==> src/rtl/sram_like_pkg.sv <==
// Shared types and constants for the sram-like arbiter slice.
package sram_like_pkg;

    typedef enum logic {
        OWN_INST = 1'b0,
        OWN_DATA = 1'b1
    } owner_t;

    typedef enum logic {
        ARB_IDLE = 1'b0,
        ARB_WAIT = 1'b1
    } arb_state_t;

    localparam logic [1:0] SZ_BYTE = 2'd0;
    localparam logic [1:0] SZ_HALF = 2'd1;
    localparam logic [1:0] SZ_WORD = 2'd2;

endpackage

==> src/rtl/sram_like_arbiter_if.sv <==
// One sram-like request/response channel; the requester side uses master.
interface sram_like_arbiter_if #(
    parameter int ADDR_W = 32,
    parameter int DATA_W = 32
);
    logic              req;
    logic              wr;
    logic [1:0]        size;
    logic [ADDR_W-1:0] addr;
    logic [DATA_W-1:0] wdata;
    logic              addr_ok;
    logic              data_ok;
    logic [DATA_W-1:0] rdata;

    modport master (
        output req, wr, size, addr, wdata,
        input  addr_ok, data_ok, rdata
    );

    modport slave (
        input  req, wr, size, addr, wdata,
        output addr_ok, data_ok, rdata
    );
endinterface

==> src/rtl/sram_like_arb_pick.sv <==
// Combinational candidate select. SRAM_LIKE_ARB_RR_EN turns the tie rule
// into round-robin against last_owner; otherwise data always wins a tie.
module sram_like_arb_pick
    import sram_like_pkg::*;
(
    input  logic   inst_req,
    input  logic   data_req,
    input  owner_t last_owner,
    output owner_t cand
);
    owner_t tie_winner;

`ifdef SRAM_LIKE_ARB_RR_EN
    assign tie_winner = (last_owner == OWN_DATA) ? OWN_INST : OWN_DATA;
`else
    logic unused_last_owner;
    assign unused_last_owner = last_owner;
    assign tie_winner        = OWN_DATA;
`endif

    always_comb begin
        cand = OWN_INST;
        if (data_req && !inst_req) begin
            cand = OWN_DATA;
        end else if (inst_req && data_req) begin
            cand = tie_winner;
        end
    end
endmodule

==> src/rtl/sram_like_arbiter.sv <==
// Shares one sram-like master port between inst and data requesters, one
// transaction at a time. Widths come from the connected interfaces.
// Optional round-robin tie rule: SRAM_LIKE_ARB_RR_EN (see sram_like_arb_pick).
module sram_like_arbiter
    import sram_like_pkg::*;
(
    input  logic                 clk,
    input  logic                 rst,
    sram_like_arbiter_if.slave   inst,
    sram_like_arbiter_if.slave   data,
    sram_like_arbiter_if.master  m,
    output logic                 busy
);
    arb_state_t state, state_nxt;
    owner_t     owner, last_owner, cand;
    logic       any_req, accept;

    sram_like_arb_pick u_pick (
        .inst_req   (inst.req),
        .data_req   (data.req),
        .last_owner (last_owner),
        .cand       (cand)
    );

    assign any_req = inst.req | data.req;
    assign accept  = (state == ARB_IDLE) && any_req && m.addr_ok;

    always_ff @(posedge clk or posedge rst) begin
        if (rst) begin
            state      <= ARB_IDLE;
            owner      <= OWN_INST;
            last_owner <= OWN_INST;
        end else begin
            state <= state_nxt;
            if (accept) begin
                owner      <= cand;
                last_owner <= cand;
            end
        end
    end

    // Responses seen in IDLE and accepts seen in WAIT never move the state.
    always_comb begin
        state_nxt = state;
        case (state)
            ARB_IDLE: if (accept)    state_nxt = ARB_WAIT;
            ARB_WAIT: if (m.data_ok) state_nxt = ARB_IDLE;
            default:                 state_nxt = ARB_IDLE;
        endcase
    end

    always_comb begin
        m.req        = 1'b0;
        m.wr         = (cand == OWN_DATA) ? data.wr    : inst.wr;
        m.size       = (cand == OWN_DATA) ? data.size  : inst.size;
        m.addr       = (cand == OWN_DATA) ? data.addr  : inst.addr;
        m.wdata      = (cand == OWN_DATA) ? data.wdata : inst.wdata;
        inst.addr_ok = 1'b0;
        data.addr_ok = 1'b0;
        inst.data_ok = 1'b0;
        data.data_ok = 1'b0;
        inst.rdata   = m.rdata;
        data.rdata   = m.rdata;
        busy         = 1'b0;
        if (!rst) begin
            case (state)
                ARB_IDLE: begin
                    m.req = any_req;
                    if (cand == OWN_DATA) data.addr_ok = m.addr_ok;
                    else                  inst.addr_ok = m.addr_ok;
                end
                ARB_WAIT: begin
                    busy = 1'b1;
                    if (owner == OWN_DATA) data.data_ok = m.data_ok;
                    else                   inst.data_ok = m.data_ok;
                end
                default: ;
            endcase
        end
    end
endmodule

==> src/flat_wrapper.sv <==
// flat-port wrapper written by rule: the top's interface ports become plain ports
module sram_like_arbiter_flat import sram_like_pkg::*;
  (clk, rst, busy, inst_req, inst_wr, inst_size, inst_addr, inst_wdata, inst_addr_ok, inst_data_ok, inst_rdata, data_req, data_wr, data_size, data_addr, data_wdata, data_addr_ok, data_data_ok, data_rdata, m_req, m_wr, m_size, m_addr, m_wdata, m_addr_ok, m_data_ok, m_rdata);
  sram_like_arbiter_if #(.ADDR_W(32), .DATA_W(32)) inst_i ();
  sram_like_arbiter_if #(.ADDR_W(32), .DATA_W(32)) data_i ();
  sram_like_arbiter_if #(.ADDR_W(32), .DATA_W(32)) m_i ();
  input  logic clk;
  input  logic rst;
  output logic busy;
  input wire logic [$bits(inst_i.req)-1:0] inst_req;
  input wire logic [$bits(inst_i.wr)-1:0] inst_wr;
  input wire logic [$bits(inst_i.size)-1:0] inst_size;
  input wire logic [$bits(inst_i.addr)-1:0] inst_addr;
  input wire logic [$bits(inst_i.wdata)-1:0] inst_wdata;
  output wire logic [$bits(inst_i.addr_ok)-1:0] inst_addr_ok;
  output wire logic [$bits(inst_i.data_ok)-1:0] inst_data_ok;
  output wire logic [$bits(inst_i.rdata)-1:0] inst_rdata;
  input wire logic [$bits(data_i.req)-1:0] data_req;
  input wire logic [$bits(data_i.wr)-1:0] data_wr;
  input wire logic [$bits(data_i.size)-1:0] data_size;
  input wire logic [$bits(data_i.addr)-1:0] data_addr;
  input wire logic [$bits(data_i.wdata)-1:0] data_wdata;
  output wire logic [$bits(data_i.addr_ok)-1:0] data_addr_ok;
  output wire logic [$bits(data_i.data_ok)-1:0] data_data_ok;
  output wire logic [$bits(data_i.rdata)-1:0] data_rdata;
  output wire logic [$bits(m_i.req)-1:0] m_req;
  output wire logic [$bits(m_i.wr)-1:0] m_wr;
  output wire logic [$bits(m_i.size)-1:0] m_size;
  output wire logic [$bits(m_i.addr)-1:0] m_addr;
  output wire logic [$bits(m_i.wdata)-1:0] m_wdata;
  input wire logic [$bits(m_i.addr_ok)-1:0] m_addr_ok;
  input wire logic [$bits(m_i.data_ok)-1:0] m_data_ok;
  input wire logic [$bits(m_i.rdata)-1:0] m_rdata;
  assign inst_i.req = inst_req;
  assign inst_i.wr = inst_wr;
  assign inst_i.size = inst_size;
  assign inst_i.addr = inst_addr;
  assign inst_i.wdata = inst_wdata;
  assign inst_addr_ok = inst_i.addr_ok;
  assign inst_data_ok = inst_i.data_ok;
  assign inst_rdata = inst_i.rdata;
  assign data_i.req = data_req;
  assign data_i.wr = data_wr;
  assign data_i.size = data_size;
  assign data_i.addr = data_addr;
  assign data_i.wdata = data_wdata;
  assign data_addr_ok = data_i.addr_ok;
  assign data_data_ok = data_i.data_ok;
  assign data_rdata = data_i.rdata;
  assign m_req = m_i.req;
  assign m_wr = m_i.wr;
  assign m_size = m_i.size;
  assign m_addr = m_i.addr;
  assign m_wdata = m_i.wdata;
  assign m_i.addr_ok = m_addr_ok;
  assign m_i.data_ok = m_data_ok;
  assign m_i.rdata = m_rdata;
  sram_like_arbiter u_core (.clk(clk), .rst(rst), .inst(inst_i), .data(data_i), .m(m_i), .busy(busy));
endmodule
==> config.mk <==
export PLATFORM = sky130hd
export DESIGN_NAME = sram_like_arbiter_flat
export DESIGN_NICKNAME = d
export VERILOG_FILES = /design/src/rtl/sram_like_pkg.sv /design/src/rtl/sram_like_arbiter_if.sv /design/src/rtl/sram_like_arb_pick.sv /design/src/rtl/sram_like_arbiter.sv /design/src/flat_wrapper.sv
export SDC_FILE = /design/constraint.sdc
export NUM_CORES = 1
export LEC_CHECK = 0
export CAP_MARGIN = 20
export CORE_AREA = 2 2 121 123
export DETAILED_ROUTE_END_ITERATION = 10
export DIE_AREA = 0 0 123 125
export PLACE_DENSITY = 0.57
export SLEW_MARGIN = 20
export SYNTH_ARGS = -nofsm -noshare
export SYNTH_HDL_FRONTEND = slang
export SYNTH_SLANG_ARGS = --single-unit
==> constraint.sdc <==
create_clock -name clk -period 2.5 [get_ports clk]
set_input_delay 0.75 -clock clk [delete_from_list [all_inputs] [get_ports clk]]
set_output_delay 0.75 -clock clk [all_outputs]
set_load 0.03 [all_outputs]
# Word-level counts from Yosys, hierarchy flattened
# Cells that the tools add are included.
[word_totals]
out_inout_bits = 137
input_bits = 172
register_bits = 2
wordCells = 34
[op_classes]
n_reduce_logical = 5
mux = 25
bitwise = 2
[ops]
columns = ["operator", "n"]
rows = [
  ["$mux W32", 2],
  ["$mux W1", 21],
  ["$logic_and A1 B1 Y1", 4],
  ["$mux W2", 1],
  ["$pmux W1 S2", 1],
  ["$logic_not A1 Y1", 1],
  ["$not A1 Y1", 1],
  ["$or A1 B1 Y1", 1],
]

# Logic depth before layout (Yosys ltp)
# Gate-level depths: netlist (run 1).
[depth]
word_depth = 6
depth_mapped = 4
ltp_nobuf = 2

# Cells and area by module
# A second synthesis (run 1) with hierarchy kept.
[unflattened]
cells_unflattened = 155
hier_area_um2 = 1801.7
[modules_own_cells]
columns = ["mod", "cells_each", "seq_area_each_um2", "area_per_inst_um2", "n_inst"]
rows = [
  ["sram_like_arbiter", 154, 50.0, 1798.0, 1],
  ["sram_like_arb_pick", 1, 0.0, 3.8, 1],
]

# Worst setup path before layout (run 1)
# Ideal clock, no wire load.
[synth_path]
path_kind = "input port to output port"
startpoint = "input port data_req"
endpoint = "output port data_addr_ok"
path_buffers = 2
setup_slack_ns = -0.067
required_time_ns = 1.750
stages = 3
arrival_ns = 1.817
cell_sequence = "buf_6 buf_8 nor3b_1"
[synth_between]
elab_chain_cells = 6
word_cells_on_any_way = 7
classes_between = "5 x mux; 2 x reduce/logical"
[synth_rtl]
columns = ["item", "line", "rtl"]
rows = [
  ["start: declaration", "flat_wrapper.sv:18", "input wire logic [$bits(data_i.req)-1:0] data_req;"],
  ["$logic_and A1 B1 Y1", "sram_like_arb_pick.sv:25", "end else if (inst_req && data_req) begin"],
  ["$mux W1", "sram_like_arb_pick.sv:25", ""],
  ["$mux W1 *", "sram_like_arb_pick.sv:23", "if (data_req && !inst_req) begin"],
  ["$mux W1 *", "sram_like_arbiter.sv:69", "if (cand == OWN_DATA) data.addr_ok = m.addr_ok;"],
  ["$mux W1 *", "sram_like_arbiter.sv:66", "case (state)"],
  ["$mux W1 *", "sram_like_arbiter.sv:65", "if (!rst) begin"],
  ["end: declaration", "flat_wrapper.sv:23", "output wire logic [$bits(data_i.addr_ok)-1:0] data_addr_ok;"],
]
# Mark *: on every way between the ends. The rest lies on a longest branch, timed or not.

# Worst setup path after layout (run 1)
[layout_path]
startpoint = "input port inst_addr[20]"
endpoint = "output port m_addr[20]"
[layout_between]
elab_chain_cells = 1
[layout_rtl]
columns = ["item", "line", "rtl"]
rows = [
  ["start: declaration", "flat_wrapper.sv:13", "input wire logic [$bits(inst_i.addr)-1:0] inst_addr;"],
  ["$mux W32", "sram_like_arbiter.sv:56", "m.addr = (cand == OWN_DATA) ? data.addr : inst.addr;"],
  ["end: declaration", "flat_wrapper.sv:29", "output wire logic [$bits(m_i.addr)-1:0] m_addr;"],
]
# No other way between the ends.

==> results of run 1 <==
## critical path: cells and delay by family
kind                   cells  cell delay [ns]
buffers and inverters      2             0.70
muxes                      1             0.27
## layout by cell type (no fill, tap or decap)
master           count
dlygate4sd2_1        1
a32o_1               1
clkdlybuf4s15_2     51
mux2_2               1
nor3_1               1
buf_2                4
nand2b_1             1
buf_4               27
buf_8                1
o22ai_1              1
mux2_4              66
and3b_1              1
inv_1                2
clkbuf_16            3
clkdlybuf4s50_1    137
nor3b_4              1
buf_6                1
buf_12               4
nor3_2               1
and3_1               1
dfrtp_1              2
nand3b_1             1
nor2b_2              1
nor2_1               1
## repair_timing
action,4_1_cts,5_1_grt
pin swaps,1,0
endpoints found under the setup margin,57,5
gates resized for setup,170,9
## cell families after synthesis
group / after synthesis / synth area share [%]
simple gates: 9 / 3.201
buf+inv: 74 / 36.06
mux: 67 / 56.97
flops: 2 / 2.845
compound gates: 2 / 0.9249
## routing by layer
| metal | track usage [%] | vias to the layer above | part of all wire (%) |
|---|---|---|---|
| li1 | - | 782 | - |
| met1 | 6.064 | 740 | 28 |
| met2 | 15.76 | 131 | 52 |
| met3 | 3.330 | 21 | 18 |
| met4 | 2.406 | 0 | 1.7 |
| met5 | 0 | - | 0 |
## registers in the layout (all words and copies together), names as in the netlist
name,count
u_core.state,1
u_core.owner,1
## layout make-up
class	count	area [um^2]
Sequential cell	2	50.05
Multi-Input combinational cell	78	1094
Inverter	2	7.507
Fill cell	1487	10460
Clock buffer	3	75.07
Tap cell	184	230.2
Timing Repair Buffer	226	2283
## power groups by stage
stage                     Clock [mW]  Combinational [mW]  Sequential (mW)
after floorplan                    0               0.603           0.0428
after global placement             0               0.820           0.0449
after detailed placement           0               0.825           0.0452
after CTS                      0.249               0.809           0.0456
after global routing           0.253               0.838           0.0468
final                          0.244               0.797           0.0450
## per-stage QoR
stage	cell area (um^2)	total power [mW]
global route	3740	1.138
detailed placement	3602	0.8701
finish	3740	1.086
global placement	3602	0.8648
CTS	3746	1.103
floorplan	1769	0.6457
## worst max path at each step
stage                        startpoint      endpoint  slack (ns)
final                     inst_addr[20]    m_addr[20]        0.03
after floorplan                data_req  inst_addr_ok       0.002
after global routing                rst         m_req      -0.005
after CTS                 data_wdata[3]    m_wdata[3]       0.001
after detailed placement       data_req   m_wdata[26]       -0.39
after global placement         data_req   m_wdata[12]       -0.37
==> impl_metrics.toml, run 1 <==
[clock_network]
cts.path.max_buffers = 2
numCtsBuffers = 3
cts_setup_buffers = 0
clk_pin_slew_ns = 0.03
tritoncts = "built"
clock_tree.htree_level_count = 1
ctsHoldBuffers = 0
clock_latency_ns = 0.22
cts_num_sinks = 2
root_buffer = "clkbuf_16"

[sta]
slew_headroom_pct = 86.11
period_share_pct = 98.98
hold_slack_ns = 0.5360
maxSlewViolCount = 0
tns_ns = 0
setup_viol = 0
fin_crit_ns = 2.475
skew_ns = 0.002196
grt_setup_unrepaired = "yes"
fmax_mhz = 404.1
hold_violations = 0
setup_ws_ns = 0.02542
worst_slew_pin_slew_ns = 0.2076

[route]
vias = 1674
drt-total-wl_mm = 6.874
drc = 0
final_antenna_net_count = 0
first_pass_iters = 3
routed_via_density = 3.382
drtIter0Drc = 8
routedWlPerCell_um = 13.89

[worst_setup_path]
r2r_slack_ns = 1.57
critical_path_arrival_ns = 1.72
worstSetupStartpointType = "primary input"
critical_path_required_ns = 1.75
slowest_stage = "clkdlybuf4s50_1"
r2r-start = "u_core.state"
reg2reg_to = "u_core.owner"
crit_path_max_incr_delay_ns = 0.42
crit_type = "in -> out"
path_cells = "clkdlybuf4s50_1, mux2_4, clkdlybuf4s15_2"
r2r_cells = 2
cp-end-kind = "output port"
path_max_fanout = 1

[global_routing]
antenna_found_initial = 0
grt_pass1_vias = 1786
grt_max_degree = 17
grt_use_total_pct = 7.610
grt_pass1_wl_mm = 9.045
gr-total-overflow = 0

[min_path]
hp-start = "u_core.owner"
hold_path_end = "u_core.owner"
hp-class = "reg -> reg"
hold_depth = 1

[pwr]
power.share.switching_pct = 34.75
p_leak_nw = 1.636
power_switching_uw = 377.3
p_int_uw = 708.5
power_density_mw_per_mm2 = 290.3
pwr-share-seq_pct = 4.1
ir_drop_mv = 0.3174
clkPwrFrac_pct = 22.5
p_comb_share_pct = 73.4

[synthesis]
synth_top_area_share_pct = 56.33
async_flop_share_pct = 100.0
synth_ff_type = "dfrtp_1"
synth_area_leaders = "mux2_4, buf_4, buf_12"
synth_nets = 326
synth-seq-cells = 2
synth-edff-count = 0
synth_area_leader_cell = "mux2_4"
syn_avg_cell_area_um2 = 11.42
yosysMostFrequentCell = "mux2_4"
synth_commonest_cells = "mux2_4, buf_4, buf_12"
synth.distinct_cells = 18
yosysWarningCount = 0
syn_inst = 154
yosysSeqAreaShare_pct = 2.845
syn_area_mm2 = 0.001759

[placed_design]
port_buffers = 212
post-dp-hpwl_mm = 5.929
place_inst = 492
routabilityCongestion = 0.6565
place_ws_ns = -0.3920

[run]
maxCapViolCount = 0

[cells_and_area]
syn_to_final_growth_pct = 112.6
diodes = 0
postLayoutCoreUtil_pct = 26.33
fin_cells = 495
layout-drive-gt1-share_pct = 51.77
nNetsFinal = 485

[run_status]
status = "finished, final reports clean"

[floorplan]
fp.dieH_um = 125
core_area_mm2 = 0.01420
rows = 44
die-width_um = 123
start_util_pct = 12.39
die-area_mm2 = 0.01538
io_pins = 309
No activity file was read; power rests on OpenSTA's default activity.
==> inputs of run 2 (changes only) <==
==> constraint.sdc (replaced) <==
create_clock -name clk -period 2.5 [get_ports clk]
set_input_delay 0.375 -clock clk [delete_from_list [all_inputs] [get_ports clk]]
set_output_delay 0.375 -clock clk [all_outputs]
set_load 0.03 [all_outputs]
==> impl_metrics.toml, run 2 (synthesis results as in run 1) <==
[clock_network]
cts_num_sinks = 2
numCtsBuffers = 3
clock_latency_ns = 0.22
clock_tree.htree_level_count = 1
cts.path.max_buffers = 2
ctsHoldBuffers = 0
clk_pin_slew_ns = 0.03
ctsResizeCount = 0
cts_setup_buffers = 0
root_buffer = "clkbuf_16"
tritoncts = "built"

[worst_setup_path]
critical_path_arrival_ns = 1.96
worstSetupStartpointType = "primary input"
cp-end-kind = "output port"
path_max_fanout = 5
critical_path_required_ns = 2.12
crit_type = "in -> out"

[pwr]
ir_drop_mv = 0.3629
p_leak_nw = 1.501
power_density_mw_per_mm2 = 299.7

[floorplan]
die-area_mm2 = 0.01538
fp.dieH_um = 125
start_util_pct = 12.39
io_pins = 309
core_area_mm2 = 0.01420
rows = 44
die-width_um = 123

[placed_design]
place_area_mm2 = 0.003537
port_buffers = 212
routabilityCongestion = 0.6814
post-dp-hpwl_mm = 5.460

[run]
maxCapViolCount = 0

[cells_and_area]
top_regs = "u_core.owner x1, u_core.state x1"
multi_input_area_mm2 = 0.001075
regArea_um2 = 50.05
diodes = 0
num-fill-cells = 1510
postLayoutCoreUtil_pct = 25.43
syn_to_final_growth_pct = 105.3
nNetsFinal = 475
stdcell_area_mm2 = 0.003612
layout-drive-gt1-share_pct = 24.92
mostFrequentLayoutCells = "clkdlybuf4s50_1, mux2_4, clkbuf_16, buf_4"
final_common_cell = "clkdlybuf4s50_1"

[global_routing]
antenna_found_initial = 0
grt_use_total_pct = 6.862
grt_pass1_vias = 1696
gr-total-overflow = 0
grt_max_degree = 32
grt_pass1_wl_mm = 8.418

[sta]
fmax_mhz = 427.5
hold_violations = 0
grt_setup_unrepaired = "no"
worst_slew_pin_slew_ns = 0.3480
setup_viol = 0
period_share_pct = 93.56
skew_ns = 0.0004063
slew_headroom_pct = 76.73
fin_crit_ns = 2.339
maxSlewViolCount = 0
tns_ns = 0

[route]
drtIter0Drc = 3
vias = 1643
drc = 0
final_antenna_net_count = 0
first_pass_iters = 2
routedWlPerCell_um = 12.73
drt-total-wl_mm = 6.175
routed_via_density = 3.388

[min_path]
hp-class = "in -> async"

[run_status]
status = "finished, final reports clean"
[run 2: final cells by class]
cell class              count  share of cell area (%)
repair buffers            216                   60.20
multi-input cells          78                   29.75
well taps                 184                   6.373
clock buffers               3                   2.078
flip-flops and latches      2                   1.386
inverters                   2                  0.2078
[run 2: final timing paths]
kind | depth (start not counted) | end | startpoint | slack, ns
worst max register to register | 2 | u_core.owner | u_core.state | 1.61
max in group asynchronous | 2 | u_core.owner | rst | 1.94
worst max-delay path | 4 | data_data_ok | rst | 0.16
worst min-delay path | 2 | u_core.state | rst | 0.45
worst min register to register | 1 | u_core.owner | u_core.owner | 0.52
min in group clk | 1 | u_core.owner | u_core.owner | 0.52
[run 2: worst max-delay path, stage by stage]
cell and delay [ns]:
clkdlybuf4s50_1 0.49, nor2b_1 0.22, and3_1 0.19, clkdlybuf4s50_1 0.69
[run 2: per-layer routing]
layer  routed length (um)  track usage [%]  vias up  part of all wire, %
met3                 1051            2.418       21                   17
met2                 3009            13.19      152                   49
met5                    0                0        -                    0
met4                  141            2.607        0                  2.3
li1                     -                -      760                    -
met1                 1972            6.507      710                   32
[run 2: power by group]
group / internal [mW] / switching (mW)
combinational: 0.478 / 0.320
clock: 0.203 / 0.0361
sequential: 0.0388 / 0.00580
[run 2: through the flow]
step | setup slack (ns) | hold slack, ns | instances | total power, mW
CTS | 0.1700 | 0.4483 | 485 | 1.097
finish | 0.1610 | 0.4470 | 485 | 1.083
global placement | 0.2546 | 0.5076 | 482 | 0.8468
detailed placement | 0.1918 | 0.5216 | 482 | 0.8517
floorplan | 0.6829 | 0.1162 | 154 | 0.6442
global route | 0.1061 | 0.4753 | 485 | 1.134
